`src/rtl/video_pkg.sv`:
```
// Shared widths, palette field positions and pixel-phase encoding for the
// video pixel pipeline.
package video_pkg;

  localparam int PIX_W      = 4;
  localparam int BYTE_W     = 8;
  localparam int PIPE_DEPTH = 2;

  // Palette entry layout: {blue[7:6], green[5:3], red[2:0]}
  localparam int R_LSB = 0;
  localparam int R_MSB = 2;
  localparam int G_LSB = 3;
  localparam int G_MSB = 5;
  localparam int B_LSB = 6;
  localparam int B_MSB = 7;

  typedef enum logic {
    PH_LOAD = 1'b0,
    PH_LOW  = 1'b1
  } phase_e;

endpackage

```
`src/rtl/video_delay.sv`:
```
// pix_ce-enabled shift register, reset to zero, used to align raster timing
// with the palette read latency.
module video_delay
  import video_pkg::*;
#(
  parameter int W     = 1,
  parameter int DEPTH = PIPE_DEPTH
) (
  input  logic         clk,
  input  logic         reset,
  input  logic         ce,
  input  logic [W-1:0] d,
  output logic [W-1:0] q
);

  logic [W-1:0] stage_q [DEPTH];

  always_ff @(posedge clk) begin
    if (reset) begin
      for (int i = 0; i < DEPTH; i++) stage_q[i] <= '0;
    end else if (ce) begin
      stage_q[0] <= d;
      for (int i = 1; i < DEPTH; i++) stage_q[i] <= stage_q[i-1];
    end
  end

  assign q = stage_q[DEPTH-1];

endmodule

```
`src/rtl/video_pixel_pipe.sv`:
```
// Byte-fed 4bpp pixel pipeline: splits bytes into two palette lookups against
// an external registered palette RAM and drives aligned RGB and timing.
module video_pixel_pipe
  import video_pkg::*;
#(
  parameter logic [PIX_W-1:0] UNDERRUN_INDEX = 4'h0
) (
  input  logic              clk,
  input  logic              reset,
  input  logic              pix_ce,
  input  logic              blank_in,
  input  logic              hsync_in,
  input  logic              vsync_in,
  // byte_ready/byte_valid: a byte transfers on a clk edge where both are 1.
  // byte_ready never depends on byte_valid; byte_valid is ignored when
  // byte_ready=0, and ready with valid=0 is an underrun, not a stall.
  output logic              byte_ready,
  input  logic              byte_valid,
  input  logic [BYTE_W-1:0] byte_data,
  output logic [PIX_W-1:0]  pal_addr,
  output logic              pal_en,
  input  logic [BYTE_W-1:0] pal_data,
  output logic [2:0]        red,
  output logic [2:0]        green,
  output logic [1:0]        blue,
  output logic              de,
  output logic              hsync,
  output logic              vsync,
  output logic              underrun,
  output logic [7:0]        underrun_cnt,
  input  logic              underrun_clr,
  output logic              dbg_phase
);

  phase_e            phase_q, phase_d;
  logic [BYTE_W-1:0] shift_q, shift_d;
  logic              underrun_evt;

  assign byte_ready   = pix_ce & (phase_q == PH_LOAD) & ~blank_in;
  assign underrun_evt = byte_ready & ~byte_valid;
  assign pal_en       = pix_ce;
  assign pal_addr     = (phase_q == PH_LOW) ? shift_q[BYTE_W-1:PIX_W] : shift_q[PIX_W-1:0];
  assign dbg_phase    = phase_q;

  always_comb begin
    phase_d = phase_q;
    shift_d = shift_q;
    if (pix_ce) begin
      // Blanking wins over a pending low nibble so each line starts fresh.
      if (blank_in) begin
        phase_d = PH_LOAD;
        shift_d = '0;
      end else if (phase_q == PH_LOAD) begin
        shift_d = byte_valid ? byte_data : {UNDERRUN_INDEX, UNDERRUN_INDEX};
        phase_d = PH_LOW;
      end else begin
        phase_d = PH_LOAD;
      end
    end
  end

  always_ff @(posedge clk) begin
    if (reset) begin
      phase_q <= PH_LOAD;
      shift_q <= '0;
    end else begin
      phase_q <= phase_d;
      shift_q <= shift_d;
    end
  end

  // Timing is delayed to line up with pal_data, then registered with colour.
  logic [2:0] tim_dly;
  logic       dly_blank;

  video_delay #(.W(3), .DEPTH(PIPE_DEPTH)) u_timing_dly (
    .clk   (clk),
    .reset (reset),
    .ce    (pix_ce),
    .d     ({blank_in, hsync_in, vsync_in}),
    .q     (tim_dly)
  );

  assign dly_blank = tim_dly[2];

  logic [2:0] red_q, red_d, green_q, green_d;
  logic [1:0] blue_q, blue_d;
  logic       de_q, de_d, hsync_q, hsync_d, vsync_q, vsync_d;

  always_comb begin
    red_d   = red_q;
    green_d = green_q;
    blue_d  = blue_q;
    de_d    = de_q;
    hsync_d = hsync_q;
    vsync_d = vsync_q;
    if (pix_ce) begin
      red_d   = dly_blank ? 3'd0 : pal_data[R_MSB:R_LSB];
      green_d = dly_blank ? 3'd0 : pal_data[G_MSB:G_LSB];
      blue_d  = dly_blank ? 2'd0 : pal_data[B_MSB:B_LSB];
      de_d    = ~dly_blank;
      hsync_d = tim_dly[1];
      vsync_d = tim_dly[0];
    end
  end

  always_ff @(posedge clk) begin
    if (reset) begin
      red_q   <= '0;
      green_q <= '0;
      blue_q  <= '0;
      de_q    <= 1'b0;
      hsync_q <= 1'b0;
      vsync_q <= 1'b0;
    end else begin
      red_q   <= red_d;
      green_q <= green_d;
      blue_q  <= blue_d;
      de_q    <= de_d;
      hsync_q <= hsync_d;
      vsync_q <= vsync_d;
    end
  end

  assign red   = red_q;
  assign green = green_q;
  assign blue  = blue_q;
  assign de    = de_q;
  assign hsync = hsync_q;
  assign vsync = vsync_q;

  logic       underrun_q, underrun_d;
  logic [7:0] cnt_q, cnt_d;

  // A clear coinciding with an event leaves exactly that one event counted.
  always_comb begin
    underrun_d = underrun_q;
    cnt_d      = cnt_q;
    if (underrun_clr) begin
      underrun_d = underrun_evt;
      cnt_d      = underrun_evt ? 8'd1 : 8'd0;
    end else if (underrun_evt) begin
      underrun_d = 1'b1;
      if (cnt_q != 8'hFF) cnt_d = cnt_q + 8'd1;
    end
  end

  always_ff @(posedge clk) begin
    if (reset) begin
      underrun_q <= 1'b0;
      cnt_q      <= '0;
    end else begin
      underrun_q <= underrun_d;
      cnt_q      <= cnt_d;
    end
  end

  assign underrun     = underrun_q;
  assign underrun_cnt = cnt_q;

endmodule

```
`config.mk`:
```
export PLATFORM = sky130hd
export DESIGN_NAME = video_pixel_pipe
export DESIGN_NICKNAME = d
export VERILOG_FILES = /design/src/rtl/video_pkg.sv /design/src/rtl/video_delay.sv /design/src/rtl/video_pixel_pipe.sv
export SDC_FILE = /design/constraint.sdc
export NUM_CORES = 1
export LEC_CHECK = 0
export BUFFER_PORTS_ARGS = -buffer_cell sky130_fd_sc_hd__buf_2
export CORE_MARGIN = 3
export CORE_UTILIZATION = 25
export CTS_CLUSTER_SIZE = 25
export DETAILED_ROUTE_END_ITERATION = 8
export GPL_TIMING_DRIVEN = 0
export HOLD_SLACK_MARGIN = 0.08
export PLACE_DENSITY_LB_ADDON = 0.2
export SKIP_CTS_REPAIR_TIMING = 1
export SLEW_MARGIN = 20
export SYNTH_ARGS = -nofsm -noshare
export SYNTH_HDL_FRONTEND = slang
export SYNTH_HIERARCHICAL = 1
export SYNTH_SLANG_ARGS = --single-unit
```
`constraint.sdc`:
```
create_clock -name clk -period 2.4 [get_ports clk]
set_input_delay 0.48 -clock clk [delete_from_list [all_inputs] [get_ports clk]]
set_output_delay 0.48 -clock clk [all_outputs]
set_load 0.005 [all_outputs]
```
After elaboration in Yosys (flattened, before gate mapping)
Memory sizes are Yosys's and may differ from the RTL's.
Cells that the tools add are included.
- register bits: 29
- output and inout bits: 27
- memories kept: 1
- RAM bits: 6
- memory list (name ; depth ; bits a word ; read ports ; clocked after memory_dff ; write ports ; line ; RTL):
    u_timing_dly.stage_q ; 2 ; 3 ; 2 ; 0 ; 2 ; video_delay.sv:16 ; logic [W-1:0] stage_q [DEPTH];
- $add $sub $neg: 1
- equality and inequality tests: 2
- mux-type cells: 22
- bitwise gates (word level): 9
- reductions and logical operators: 4
- operators with widths (cell ; count):
    2-to-1 mux 8 bit ; 6
    2-to-1 mux 3 bit ; 4
    2-to-1 mux 1 bit ; 10
    adder 8 x 1 -> 8 bit (second input constant) ; 1
    inequality test 8 bit (second input constant) ; 1
    2-to-1 mux 4 bit ; 1
    inverter 1 bit ; 4
    AND reduction 2 bit ; 2
    nonzero test 2 bit ; 2
    bitwise AND 1 bit ; 3
    2-to-1 mux 2 bit ; 1
    inequality test 2 bit (second input constant) ; 1
    OR 1 bit ; 2

Longest topological paths before layout
Gate-level depths: netlist (run 1).
- depth after elaboration: 6
- gate-level depth with buffers: 6

Hierarchy
Netlist (run 1), hierarchy kept.
- by module, submodules not included (module ; instances ; area each (sq um) ; cells an instance):
    video_pixel_pipe ; 1 ; 1199.9 ; 128
    video_delay ; 1 ; 261.5 ; 16

Worst setup path before layout (run 1)
Ideal clock, no wire load.
- kind: input-to-reg
- start: input pix_ce
- end: register cnt_q[7], in the netlist underrun_cnt[7]
- buffers on the path: 1
- required time: 2.285 ns
- cell stages on the path: 5
- setup slack: 0.858 ns
- data arrival time: 1.427 ns
- path through: buf_2 -> nor4b_4 -> and3_1 -> a41o_1 -> nor2_1
- cells in the longest elaborated chain, start to end: 5
- RTL lines (element ; line ; RTL):
    start, declared ; video_pixel_pipe.sv:10 ; input logic pix_ce,
    bitwise AND 1 bit (2 in a row) ; video_pixel_pipe.sv:39 ; assign byte_ready = pix_ce & (phase_q == PH_LOAD) & ~blank_in;
    bitwise AND 1 bit ; video_pixel_pipe.sv:40 ; assign underrun_evt = byte_ready & ~byte_valid;
    nonzero test 2 bit (no line) ; - ;
    AND reduction 2 bit (no line) ; - ;
    end signal, assigned ; video_pixel_pipe.sv:154 ; cnt_q <= cnt_d;
    end, declared ; video_pixel_pipe.sv:133 ; logic [7:0] cnt_q, cnt_d;
Every way passes these cells.
A chain may end at the register's enable or synchronous reset.

Worst setup path in the final report (run 1)
- start: input pix_ce
- end: output byte_ready
- cells in the longest elaborated chain, start to end: 2
- RTL lines (element ; line ; RTL):
    bitwise AND 1 bit (2 in a row) ; video_pixel_pipe.sv:39 ;
    end, declared ; video_pixel_pipe.sv:17 ; output logic byte_ready,
Every way passes these cells.

==> impl_metrics.env, run 1 <==
export IMPL_htreeDepth=2
export IMPL_finalCritPeriodShare=0.747
export IMPL_status="finished clean"
export IMPL_crit_end="byte_ready"
export IMPL_synth_fp_nets=169
export IMPL_first_pass_iters=4
export IMPL_synth_top_area_frac=0.397
export IMPL_pre_cts_slack_ps=418
export IMPL_io_buffers=50
export IMPL_clockBufferDepth=2
export IMPL_cp_end_kind="output port"
export IMPL_critPathArrivalTime_ps=1310
export IMPL_ant_nets=0
export IMPL_synth_cell_type_count=34
export IMPL_clkTransAtPathRegs_ps=70
export IMPL_synth_ff_type="dfxtp_1"
export IMPL_wl_met1_um=1580
export IMPL_worst_pin_slew_ps=629
export IMPL_drv_slew=0
export IMPL_r2r_setup_slack_ps=750
export IMPL_critical_path_class="input port to output port"
export IMPL_dp_hpwl_um=2460
export IMPL_grt_pass1_vias=1162
export IMPL_regArea_um2=761
export IMPL_coreArea_um2=5570
export IMPL_yosysTopAreaCell="dfxtp_1"
export IMPL_syn_area_um2=1460
export IMPL_initial_core_util=0.262
export IMPL_crit_slowest_cell="nor3b_2"
export IMPL_ys_async_sr_fraction=0
export IMPL_synth_seq_area_share=0.521
export IMPL_worstPathRequired_ps=1920
export IMPL_dieHeight_um=82.5
export IMPL_num_vias=1252
export IMPL_drtIter0Drc=60
export IMPL_die_w_um=82.5
export IMPL_crit_top_cell="buf_2"
export IMPL_grt_usage=0.107
export IMPL_clock_latency_ps=280
export IMPL_antenna_cells=0
export IMPL_wl_met3_um=267
export IMPL_slew_limit_headroom=0.578
export IMPL_wl_met2_um=1540
export IMPL_p_leak_nw=0.887
export IMPL_via_per_inst=4.57
export IMPL_yosysWarningCount=6
export IMPL_skew_ps=4.26
export IMPL_syn_area_per_cell_um2=10.1
export IMPL_cts_buffers=5
export IMPL_drc_errors=0
export IMPL_areaGrowthSynthToFinish_pct=30.1
export IMPL_ios=51
export IMPL_synthTopCellsByArea="dfxtp_1 40%, edfxtp_1 12%, nor2_1 8.0%"
export IMPL_routed_wl_um=3440
export IMPL_gp_congestion=0.723
export IMPL_ir_worst_vdd_mv=0.205
export IMPL_multi_input_area_um2=627
export IMPL_r2r_start="underrun_cnt[0]"
export IMPL_synth_seq_cells=35
export IMPL_fmax_ghz=0.558
export IMPL_clock_sinks=35
export IMPL_cp_max_fo=9
export IMPL_wl_per_cell_um=12.5
export IMPL_antenna_found_initial=0
export IMPL_final_util=0.341
export IMPL_tns_ps=0
export IMPL_r2r_end="underrun_cnt[1]"
export IMPL_row_count=27
export IMPL_maxCapViolCount=0
export IMPL_p_per_area_nw_per_um2=635
export IMPL_cpPeakStageDelay_ps=270
export IMPL_routed_top_layer="met4"
export IMPL_startpoint_type="input port"
export IMPL_period_minus_slack_ps=1790
export IMPL_setup_violations=0
export IMPL_netlist_instances=144
export IMPL_grt_max_degree=13
export IMPL_cts_tree="built"
export IMPL_grt_pass1_wl_um=5440
export IMPL_crit_chain="buf_2, buf_2, nor3b_2, buf_2"
export IMPL_hold_violations=0
export IMPL_synth_edff_count=6
export IMPL_total_power_mw=1.21
export IMPL_rr_worst_depth=5
export IMPL_n_fill_cell=595
export IMPL_finalNetCount=226
export IMPL_clock_root_buffer="clkbuf_8"
export IMPL_die_area_um2=6800
export IMPL_hold_class="input port to flip-flop"
export IMPL_layout_drive_gt1_share=0.351
export IMPL_rsz0062_at_grt="false"
export IMPL_startpoint="pix_ce"
export IMPL_fin_ws_ps=608
export IMPL_globalRoute_totalOverflow=0
-- worst min path at each step --
stage            endpoint  depth (start not counted)  slack [ps]        start
2_1_floorplan  shift_q[4]                          2         460   shift_q[4]
5_1_grt          green[2]                          3         430  pal_data[5]
4_1_cts          green[0]                          3         430  pal_data[3]
3_3_place_gp           de                          2         460           de
3_5_place_dp           de                          2         470           de
6_report         green[0]                          3         430  pal_data[3]
-- area by class of cell --
type                            instances  share of cell area
Multi-Input combinational cell         96               0.330
Sequential cell                        35               0.400
Tap cell                               72              0.0474
Clock buffer                            8              0.0526
Inverter                                3             0.00592
Timing Repair Buffer                   50               0.132
Buffer                                 10              0.0329
-- state kept, by name, summed over array words and instances (netlist names) --
register,flops
blue,2
dbg_phase,1
de,1
green,3
hsync,1
red,3
shift_q,8
u_timing_dly/stage_q,6
underrun,1
underrun_cnt,8
vsync,1
-- Yosys cell counts (2+ instances only) --
cell type  count
mux2_2         4
buf_4          4
clkbuf_1       3
and3_1         2
o211ai_1       2
buf_2          2
o21ai_1        2
a21oi_1        6
inv_1          2
and2_1         2
nand2_1        3
nand4_1        2
dfxtp_1       29
nand3_1        2
and3b_1        6
edfxtp_1       6
a22oi_1       15
mux2i_1        4
xor2_1         3
nor2_1        31
-- stage by stage --
stage	hold slack, ps	instance area (um2)	std cells
2_1_floorplan	460	1460	144
3_3_place_gp	464	1800	266
3_5_place_dp	471	1800	266
4_1_cts	427	1900	274
5_1_grt	434	1900	274
6_report	433	1900	274
-- per-layer routing --
metal,track usage,vias to the layer above
met3,0.0466,5
met2,0.163,39
met5,0,-
met1,0.133,581
li1,-,627
met4,0.0399,0
-- cell families after synthesis --
family	Yosys count	share of synthesized area
mux	8	0.0582
fa+ha+maj	1	0.00856
buf+inv	13	0.0505
xor+xnor	3	0.0180
flops	35	0.521
simple gates	54	0.200
compound gates	30	0.144
-- power by group --
part	internal, mW	leakage [nW]	switching [mW]
clock network	0.262	0.0515	0.199
logic	0.0568	0.534	0.0603
registers	0.620	0.302	0.00894
total	0.939	0.887	0.268
-- layout by cell type (no fill, tap or decap) --
cell       Yosys  final
a211oi_1       1      1
a21oi_1        6      6
a22oi_1       15     15
a41o_1         1      1
and2_1         2      2
and3_1         2      2
and3b_1        6      6
and4_1         1      1
buf_2          2     52
buf_4          4      4
buf_6          1      1
clkbuf_1       3      4
clkbuf_8       0      7
clkinv_1       1      1
dfxtp_1       29     29
edfxtp_1       6      6
ha_1           1      1
inv_1          2      2
mux2_2         4      4
mux2i_1        4      4
nand2_1        3      3
nand3_1        2      2
nand4_1        2      2
nor2_1        31     31
nor3b_1        1      1
nor3b_2        1      1
nor4b_4        1      1
o2111ai_1      1      1
o211ai_1       2      2
o21a_1         1      1
o21ai_1        2      2
o311ai_0       1      1
or2_1          1      1
or2_2          1      1
xor2_1         3      3
-- critical path, delay by kind of cell --
kind | cells | cell delay [ps]
and+or+nand+nor | 1 | 270
buffers and inverters | 3 | 550
Note: power is estimated with default switching activity, not from simulation.
==> inputs of run 2 (changes only) <==
==> constraint.sdc (replaced) <==
create_clock -name clk -period 1.75 [get_ports clk]
set_input_delay 0.35 -clock clk [delete_from_list [all_inputs] [get_ports clk]]
set_output_delay 0.35 -clock clk [all_outputs]
set_load 0.005 [all_outputs]
==> run 2 against run 1 <==
Non-clock buffer count is 1 higher. Critical path type is now flip-flop to output port. Core utilization is 0.18 points higher. Clock skew hardly changed. Final area is 0.53% higher. Worst setup slack worse by 450 ps. Total power is 37% higher. Clock power is 37% higher.
==> impl_metrics.env, run 2 (same netlist as run 1, synthesis figures left out) <==
export IMPL_clockBufferDepth=2
export IMPL_antenna_cells=0
export IMPL_fin_area_um2=1910
export IMPL_seqPwrFrac=0.521
export IMPL_grt_max_degree=13
export IMPL_layout_drive_gt1_share=0.360
export IMPL_critical_path_class="flip-flop to output port"
export IMPL_die_w_um=82.5
export IMPL_fmax_ghz=0.627
export IMPL_areaGrowthSynthToFinish_pct=30.8
export IMPL_total_power_mw=1.66
export IMPL_die_area_um2=6800
export IMPL_num_vias=1265
export IMPL_antenna_found_initial=0
export IMPL_rr_worst_depth=5
export IMPL_clock_sinks=35
export IMPL_via_per_inst=4.60
export IMPL_n_fill_cell=596
export IMPL_coreArea_um2=5570
export IMPL_gp_congestion=0.723
export IMPL_finalCritPeriodShare=0.912
export IMPL_wl_per_cell_um=12.6
export IMPL_final_cell_mix="52 x buf_2, 30 x nor2_1, 29 x dfxtp_1"
export IMPL_placed_cell_area_um2=1800
export IMPL_ios=51
export IMPL_final_util=0.343
export IMPL_cp_end_kind="output port"
export IMPL_hold_violations=0
export IMPL_grt_pass1_wl_um=5440
export IMPL_drv_slew=0
export IMPL_cts_tree="built"
export IMPL_switching_share=0.222
export IMPL_hold_depth=3
export IMPL_status="finished clean"
export IMPL_globalRoute_totalOverflow=0
export IMPL_setup_violations=0
export IMPL_critPathArrivalTime_ps=1250
export IMPL_first_pass_iters=4
export IMPL_dieHeight_um=82.5
export IMPL_skew_ps=4.11
export IMPL_slew_limit_headroom=0.578
export IMPL_initial_core_util=0.262
export IMPL_switchingPower_mw=0.367
export IMPL_clock_root_buffer="clkbuf_8"
export IMPL_htreeDepth=2
export IMPL_p_per_area_nw_per_um2=866
export IMPL_period_minus_slack_ps=1600
export IMPL_dp_hpwl_um=2460
export IMPL_clkTransAtPathRegs_ps=70
export IMPL_worstPathRequired_ps=1400
export IMPL_drc_errors=0
export IMPL_drtIter0Drc=69
export IMPL_fin_ws_ps=154
export IMPL_worst_pin_slew_ps=629
export IMPL_grt_pass1_vias=1162
export IMPL_hold_class="input port to flip-flop"
export IMPL_rsz0062_at_grt="false"
export IMPL_finalNetCount=227
export IMPL_routed_wl_um=3460
export IMPL_grt_usage=0.107
export IMPL_maxCapViolCount=0
export IMPL_row_count=27
export IMPL_startpoint_type="flip-flop"
export IMPL_clock_power_share=0.381
export IMPL_cts_buffers=5
export IMPL_tns_ps=0
export IMPL_clock_latency_ps=280
export IMPL_pwr_share_comb=0.098
export IMPL_pre_cts_slack_ps=-102
export IMPL_cp_max_fo=8
export IMPL_ant_nets=0
export IMPL_final_common_cell="buf_2"
export IMPL_io_buffers=50
export IMPL_internal_power_mw=1.29
export IMPL_p_leak_nw=0.891
export IMPL_ir_worst_vdd_mv=0.280
[run 2: cell types whose count changed in the layout (fill, tap and decap cells not counted), sizes merged]
cell and change:
buf +1
[run 2: final timing paths]
check                    from              end  slack (ps)
hold / removal    pal_data[1]           red[1]         300
setup / recovery    dbg_phase      pal_addr[3]         150
hold reg to reg            de               de         480
setup reg to reg    dbg_phase  underrun_cnt[7]         170
[run 2: critical path, stage by stage, from the launching register on]
cell and delay [ps]:
dfxtp_1 350, buf_6 160, mux2_2 330, buf_2 130
[run 2: layout make-up]
cell class,instances,area (um2),area share
buffer,10,62.6,0.0327
clock buffer,8,100,0.0524
sequential,35,761,0.398
timing repair buffer,51,258,0.135
tap,72,90.1,0.0471
inverter,3,11.3,0.00589
multi-input combinational,96,629,0.329
[run 2: through the flow]
step                      cells  hold slack [ps]
final                       275              303
after global placement      266              464
after floorplan             144              419
after detailed placement    266              471
after CTS                   274              297
after global routing        275              304
[run 2: power groups by stage]
| stage | Combinational [mW] | Sequential, mW | Clock [mW] |
|---|---|---|---|
| 6_report | 0.162 | 0.863 | 0.631 |
| 5_1_grt | 0.185 | 0.866 | 0.696 |
| 4_1_cts | 0.165 | 0.863 | 0.664 |
| 3_5_place_dp | 0.164 | 0.881 | 0 |
| 3_3_place_gp | 0.164 | 0.881 | 0 |
| 2_1_floorplan | 0.0867 | 0.882 | 0 |
[run 2: metal layers]
layer,vias to the layer above,track usage,share of wire
li1,629,-,-
met1,588,0.133,0.45
met2,43,0.163,0.45
met3,5,0.0466,0.080
met4,0,0.0399,0.014
met5,-,0,0
